--- src/rtl/main_fsm_pkg.sv ---
// Shared types and constants for the multicycle RISC-V controller main FSM.
// Optional memory handshake is enabled with MAIN_FSM_MEM_READY_EN.
package main_fsm_pkg;

    typedef enum logic [3:0] {
        FETCH    = 4'd0,
        DECODE   = 4'd1,
        MEMADR   = 4'd2,
        MEMREAD  = 4'd3,
        MEMWB    = 4'd4,
        MEMWRITE = 4'd5,
        EXECR    = 4'd6,
        EXECI    = 4'd7,
        JAL      = 4'd8,
        ALUWB    = 4'd9,
        BEQ      = 4'd10,
        HALT     = 4'd11
    } statetype;

    localparam logic [6:0] OP_LW  = 7'b0000011;
    localparam logic [6:0] OP_SW  = 7'b0100011;
    localparam logic [6:0] OP_R   = 7'b0110011;
    localparam logic [6:0] OP_I   = 7'b0010011;
    localparam logic [6:0] OP_BEQ = 7'b1100011;
    localparam logic [6:0] OP_JAL = 7'b1101111;

    localparam logic [1:0] ALUOP_ADD   = 2'b00;
    localparam logic [1:0] ALUOP_SUB   = 2'b01;
    localparam logic [1:0] ALUOP_FUNCT = 2'b10;

    localparam logic [1:0] RES_ALUOUT    = 2'b00;
    localparam logic [1:0] RES_DATA      = 2'b01;
    localparam logic [1:0] RES_ALURESULT = 2'b10;

    localparam logic [1:0] SRCA_PC    = 2'b00;
    localparam logic [1:0] SRCA_OLDPC = 2'b01;
    localparam logic [1:0] SRCA_RS1   = 2'b10;

    localparam logic [1:0] SRCB_RS2  = 2'b00;
    localparam logic [1:0] SRCB_IMM  = 2'b01;
    localparam logic [1:0] SRCB_FOUR = 2'b10;

    typedef struct packed {
        logic       pc_update;
        logic       branch;
        logic       reg_write;
        logic       mem_write;
        logic       ir_write;
        logic [1:0] result_src;
        logic [1:0] alu_src_a;
        logic [1:0] alu_src_b;
        logic       adr_src;
        logic [1:0] alu_op;
    } ctrl_t;

    function automatic logic is_supported(input logic [6:0] op);
        return (op == OP_LW) || (op == OP_SW) || (op == OP_R) ||
               (op == OP_I) || (op == OP_BEQ) || (op == OP_JAL);
    endfunction

endpackage

--- src/rtl/main_fsm_outdec.sv ---
// Moore output decoder: maps the state register to the datapath control word.
// Unused encodings and HALT produce an all-zero word.
module main_fsm_outdec
    import main_fsm_pkg::*;
(
    input  logic [3:0] state,
    output ctrl_t      ctrl
);

    always_comb begin
        ctrl = '0;
        case (state)
            FETCH: begin
                ctrl.adr_src    = 1'b0;
                ctrl.ir_write   = 1'b1;
                ctrl.alu_src_a  = SRCA_PC;
                ctrl.alu_src_b  = SRCB_FOUR;
                ctrl.alu_op     = ALUOP_ADD;
                ctrl.result_src = RES_ALURESULT;
                ctrl.pc_update  = 1'b1;
            end
            DECODE: begin
                ctrl.alu_src_a = SRCA_OLDPC;
                ctrl.alu_src_b = SRCB_IMM;
                ctrl.alu_op    = ALUOP_ADD;
            end
            MEMADR: begin
                ctrl.alu_src_a = SRCA_RS1;
                ctrl.alu_src_b = SRCB_IMM;
                ctrl.alu_op    = ALUOP_ADD;
            end
            MEMREAD: begin
                ctrl.result_src = RES_ALUOUT;
                ctrl.adr_src    = 1'b1;
            end
            MEMWB: begin
                ctrl.result_src = RES_DATA;
                ctrl.reg_write  = 1'b1;
            end
            MEMWRITE: begin
                ctrl.result_src = RES_ALUOUT;
                ctrl.adr_src    = 1'b1;
                ctrl.mem_write  = 1'b1;
            end
            EXECR: begin
                ctrl.alu_src_a = SRCA_RS1;
                ctrl.alu_src_b = SRCB_RS2;
                ctrl.alu_op    = ALUOP_FUNCT;
            end
            EXECI: begin
                ctrl.alu_src_a = SRCA_RS1;
                ctrl.alu_src_b = SRCB_IMM;
                ctrl.alu_op    = ALUOP_FUNCT;
            end
            JAL: begin
                ctrl.alu_src_a  = SRCA_OLDPC;
                ctrl.alu_src_b  = SRCB_FOUR;
                ctrl.alu_op     = ALUOP_ADD;
                ctrl.result_src = RES_ALUOUT;
                ctrl.pc_update  = 1'b1;
            end
            ALUWB: begin
                ctrl.result_src = RES_ALUOUT;
                ctrl.reg_write  = 1'b1;
            end
            BEQ: begin
                ctrl.alu_src_a  = SRCA_RS1;
                ctrl.alu_src_b  = SRCB_RS2;
                ctrl.alu_op     = ALUOP_SUB;
                ctrl.result_src = RES_ALUOUT;
                ctrl.branch     = 1'b1;
            end
            default: ctrl = '0;
        endcase
    end

endmodule

--- src/rtl/main_fsm.sv ---
// Multicycle RISC-V controller main FSM: state register, sequencing, sticky illegal flag.
// Define MAIN_FSM_MEM_READY_EN to add a mem_ready handshake on FETCH/MEMREAD/MEMWRITE.
module main_fsm
    import main_fsm_pkg::*;
#(
    parameter bit ILLEGAL_TRAP = 1'b1
) (
    input  logic       clk,
    input  logic       reset,
`ifdef MAIN_FSM_MEM_READY_EN
    input  logic       mem_ready,
`endif
    input  logic [6:0] op,
    output logic       pc_update,
    output logic       branch,
    output logic       reg_write,
    output logic       mem_write,
    output logic       ir_write,
    output logic [1:0] result_src,
    output logic [1:0] alu_src_a,
    output logic [1:0] alu_src_b,
    output logic       adr_src,
    output logic [1:0] alu_op,
    output logic       illegal,
    output logic [3:0] state_o
);

    logic [3:0] state;
    logic [3:0] state_next;
    logic       ready;
    ctrl_t      ctrl;

`ifdef MAIN_FSM_MEM_READY_EN
    assign ready = mem_ready;
`else
    assign ready = 1'b1;
`endif

    always_ff @(posedge clk or negedge reset) begin
        if (!reset) begin
            state <= FETCH;
        end else begin
            state <= state_next;
        end
    end

    always_ff @(posedge clk or negedge reset) begin
        if (!reset) begin
            illegal <= 1'b0;
        end else if ((state == DECODE) && !is_supported(op)) begin
            illegal <= 1'b1;
        end
    end

    always_comb begin
        state_next = FETCH;
        case (state)
            FETCH:    state_next = ready ? DECODE : FETCH;
            DECODE: begin
                if ((op == OP_LW) || (op == OP_SW)) state_next = MEMADR;
                else if (op == OP_R)                state_next = EXECR;
                else if (op == OP_I)                state_next = EXECI;
                else if (op == OP_BEQ)              state_next = BEQ;
                else if (op == OP_JAL)              state_next = JAL;
                else                                state_next = ILLEGAL_TRAP ? HALT : FETCH;
            end
            MEMADR:   state_next = (op == OP_LW) ? MEMREAD : MEMWRITE;
            MEMREAD:  state_next = ready ? MEMWB : MEMREAD;
            MEMWB:    state_next = FETCH;
            MEMWRITE: state_next = ready ? FETCH : MEMWRITE;
            EXECR:    state_next = ALUWB;
            EXECI:    state_next = ALUWB;
            JAL:      state_next = ALUWB;
            ALUWB:    state_next = FETCH;
            BEQ:      state_next = FETCH;
            HALT:     state_next = HALT;
            default:  state_next = FETCH;
        endcase
    end

    main_fsm_outdec u_outdec (
        .state (state),
        .ctrl  (ctrl)
    );

    // Enables are gated by the reset level so they drop in the cycle reset asserts.
    logic fetch_gate;
    assign fetch_gate = (state == FETCH) ? ready : 1'b1;

    assign pc_update  = ctrl.pc_update & reset & fetch_gate;
    assign ir_write   = ctrl.ir_write  & reset & fetch_gate;
    assign branch     = ctrl.branch    & reset;
    assign reg_write  = ctrl.reg_write & reset;
    assign mem_write  = ctrl.mem_write & reset;
    assign result_src = ctrl.result_src;
    assign alu_src_a  = ctrl.alu_src_a;
    assign alu_src_b  = ctrl.alu_src_b;
    assign adr_src    = ctrl.adr_src;
    assign alu_op     = ctrl.alu_op;
    assign state_o    = state;

endmodule
--- config.mk ---
export PLATFORM = sky130hd
export DESIGN_NAME = main_fsm
export DESIGN_NICKNAME = d
export VERILOG_FILES = /design/src/rtl/main_fsm_pkg.sv /design/src/rtl/main_fsm_outdec.sv /design/src/rtl/main_fsm.sv
export SDC_FILE = /design/constraint.sdc
export NUM_CORES = 1
export LEC_CHECK = 0
export CORE_AREA = 2 2 40 42
export DETAILED_ROUTE_END_ITERATION = 10
export DIE_AREA = 0 0 42 44
export GPL_TIMING_DRIVEN = 1
export PLACE_DENSITY_LB_ADDON = 0.15
export SKIP_LAST_GASP = 1
export SLEW_MARGIN = 40
export SYNTH_ARGS = -nofsm -noshare
export SYNTH_HDL_FRONTEND = slang
export SYNTH_SLANG_ARGS = --single-unit
--- constraint.sdc ---
create_clock -name clk -period 4.37 [get_ports clk]
set_clock_uncertainty 0.05 [all_clocks]
set_input_delay 1.311 -clock clk [delete_from_list [all_inputs] [get_ports clk]]
set_output_delay 1.311 -clock clk [all_outputs]
set_load 0.03 [all_outputs]
==> metrics.md, run 1 <==
| Metric | Value |
|---|---|
| Area leader, netlist | dfrtp_1 |
| Initial core utilization | a little under two fifths |
| Critical path type | input port to primary output |
| Post-synth cell types | 33 |
| Gr usage total | 14.9% |
| Final nets | 100 |
| Root Buffer | clkbuf_4 |
| FMAX | between 0.2 and 0.25 GHz |
| Setup bufs post-CTS | 0 |
| R2R setup slack | between 2 and 3 ns |
| Cell area after synthesis | 524 um2 |
| Clk Latency, worst-skew pair | roughly 0.25 ns |
| Min-Delay Path Depth | 1 |
| CTS clk-pin slew, worst paths | around 0.040 ns |
| Core footprint | between 1000 and 1500 um2 |
| Row count | 14 |
| EDFF count, synth | 0 |
| Final-layout fill cell count | roughly 120 |
| CP Buf/Inv Count | 2 |
| Setup TNS Final | 0 ns |
| H-tree levels | 1 |
| First drt pass iteration count | 4 |
| Synth async-reset ratio | 100% |
| Hold WC Path Type | flop to flop |
| Worst Setup EP | reg_write |
| CTS max path bufs | 2 |
| Top post-synthesis cells by area | dfrtp_1 24%, nor2_1 5.0%, xor2_1 5.0%, buf_2 4.8%, nor3b_1 4.3% |
| Antenna violations before repair | 0 |
| Die width | 42 um |
| Drt wl/cell | 12.0 um |
| Post-synthesis cell count | 63 |
| Final wirelength | 1280 um |
| Mean Syn Cell Area | ~8.3 um2 |
| Finish-stage setup viols | 0 |
| Pwr dens | approximately 140 nW/um2 |
| Worst Path Max Fanout | 6 |
| Vias in the first global route | between 400 and 500 |
| Via density | ~5.4 |
| Remaining global-route overflow | 0 |
| Port Buffers | 27 |
| Post_cts resized | 0 |
| Post-DRT Antenna Nets | 0 |
| P_leak | about 0.31 nW |
| Status | completed |
| Reg-to-Reg Start | state_o[0] |
| # IOs | 28 |
| DR DRC count | 0 |
| Seq cells post-synth | 5 |
| Crit end category | primary output |
| Max incr delay on CP | approximately 0.69 ns |
| Final period util | approximately 95% |
| Ys flop type | dfrtp_1 |
| Cell family with the largest share of critical-path delay | buffers and inverters |
| Part of the Yosys area used for sequential elements | a little under a quarter |
| Rel. slew slack | approximately three fifths |
| RSZ-0062 raised after global routing | false |
| Detailed Place HPWL | 947 um |
| Final core occ | between 50% and 60% |
| Max-slew violations | 0 |
| Share of the synthesized area in the top cell type | 23.9% |
| Worst path cell trace | clkdlybuf4s50_1, nor3b_1, clkdlybuf4s50_1 |
| Origin of the worst setup path | reset |
| Ant. Diodes | 0 |
| Layout cells sized above 1 | between 10 and 15% |
| CTS Sinks | 5 |
| Syn nets | between 70 and 80 |
| Reg2reg path depth | 4 |
| Reg-to-reg endpoint | state_o[0] |
| First-pass GRT wire length | ~2000 um |
| Commonest non-fill, non-tap cell in the layout | clkdlybuf4s50_1 |
| Max VDD drop | between 150 and 200 uV |
| DR iter-0 viols | 5 |
| Final hold vios | 0 |
| Final min period | ~4.1 ns |
| P&R area growth vs syn | 57.0% |
| Hold_buf cts | 0 |
| Placer Congestion | 0.753 |
| Largest net degree at the start of global routing | 18 |
| CTS tree | built |
| Crit-path slowest cell | clkdlybuf4s50_1 |
| Startpoint type of the worst setup path | input port |
| Stages on worst setup path | 3 |
| CP required | ~3 ns |
| CP most frequent cell | clkdlybuf4s50_1 |
| Max-Cap Viols | 0 |
| Die height | 44 um |
| Via Count | around 570 |
| Arr. time, crit path | roughly 2.8 ns |
| Synth Warn # | 0 |
| Die ar. | about 1800 um2 |
| Commonest non-fill, non-tap cells in the layout | 27 x clkdlybuf4s50_1, 7 x nor2_1, 5 x dfrtp_1 |
| Num CTS Buffers | 3 |
| Worst-Margin Slew | ~0.57 ns |
state kept, by name (all words and copies together), names as in the netlist:
signal,cells
illegal,1
state_o,4
synth_stat cells (3+ instances only):
cell type	instances
buf_2	5
dfrtp_1	5
nor2_1	7
a21oi_1	3
and2_1	3
nor3b_1	3
xor2_1	3
nand2_1	3
worst reg2reg max path, stage by stage, from the launching register on:
cell and delay (ns):
dfrtp_1 0.70, nand2b_1 0.19, nor3_4 0.23, o211ai_2 0.12, a221oi_1 0.28
final cells by class:
type	instances	area, um2	share of cell area [%]
Inverter	2	7.51	0.912
Timing Repair Buffer	28	278	33.7
Tap cell	16	20.0	2.43
Sequential cell	5	125	15.2
Multi-Input combinational cell	51	367	44.5
Clock buffer	4	26.3	3.19
metal layers:
layer  vias to the layer above  wire [um]  GRT usage (%)
li1                        288          -              -
met1                       263        548           16.5
met2                        19        627           24.7
met3                         2         82           5.83
met4                         0         19           7.74
met5                         -          0              0
stage by stage:
step                      setup WS, ns  area [um2]  hold slack (ns)  std cells  power, mW
after floorplan                  0.967         524            0.607         63     0.0502
after global placement           0.203         797            0.408        102     0.0621
after detailed placement         0.209         797            0.426        102     0.0622
after CTS                        0.201         823            0.431        106      0.121
after global routing             0.127         823            0.430        106      0.125
final                            0.231         823            0.423        106      0.118
power by group:
part	total [mW]	internal, mW	switching (mW)
Combinational	0.0150	0.00853	0.00651
Sequential	0.0464	0.0464	0
Clock	0.0566	0.0347	0.0219
cells by family (layout without fill, tap and decap cells):
kind of cell / Yosys count / after routing / share of synthesized area [%]
and+or+nand+nor: 33 / 33 / 40.3
DFF: 5 / 5 / 23.9
xor gates and xnor gates: 3 / 3 / 5.01
buffers and inverters: 7 / 34 / 6.21
AOI/OAI and AO/OA: 15 / 15 / 24.6
worst min-delay path by stage:
stage / start / end / slack (ns)
floorplan: illegal / illegal / 0.61
CTS: illegal / illegal / 0.43
global route: illegal / illegal / 0.43
global placement: illegal / illegal / 0.41
finish: illegal / illegal / 0.42
detailed placement: illegal / illegal / 0.43
Power figures use the tool's default switching activity.
==> run 2: changes to the inputs <==
--- a/config.mk
+++ b/config.mk
@@ -5,6 +5,7 @@
 export SDC_FILE = /design/constraint.sdc
 export NUM_CORES = 1
 export LEC_CHECK = 0
+export CAP_MARGIN = 15
 export CORE_AREA = 2 2 40 42
 export DETAILED_ROUTE_END_ITERATION = 10
 export DIE_AREA = 0 0 42 44
==> results of run 2 <==
Final layout, timing and power as in run 1 (identical DEF).
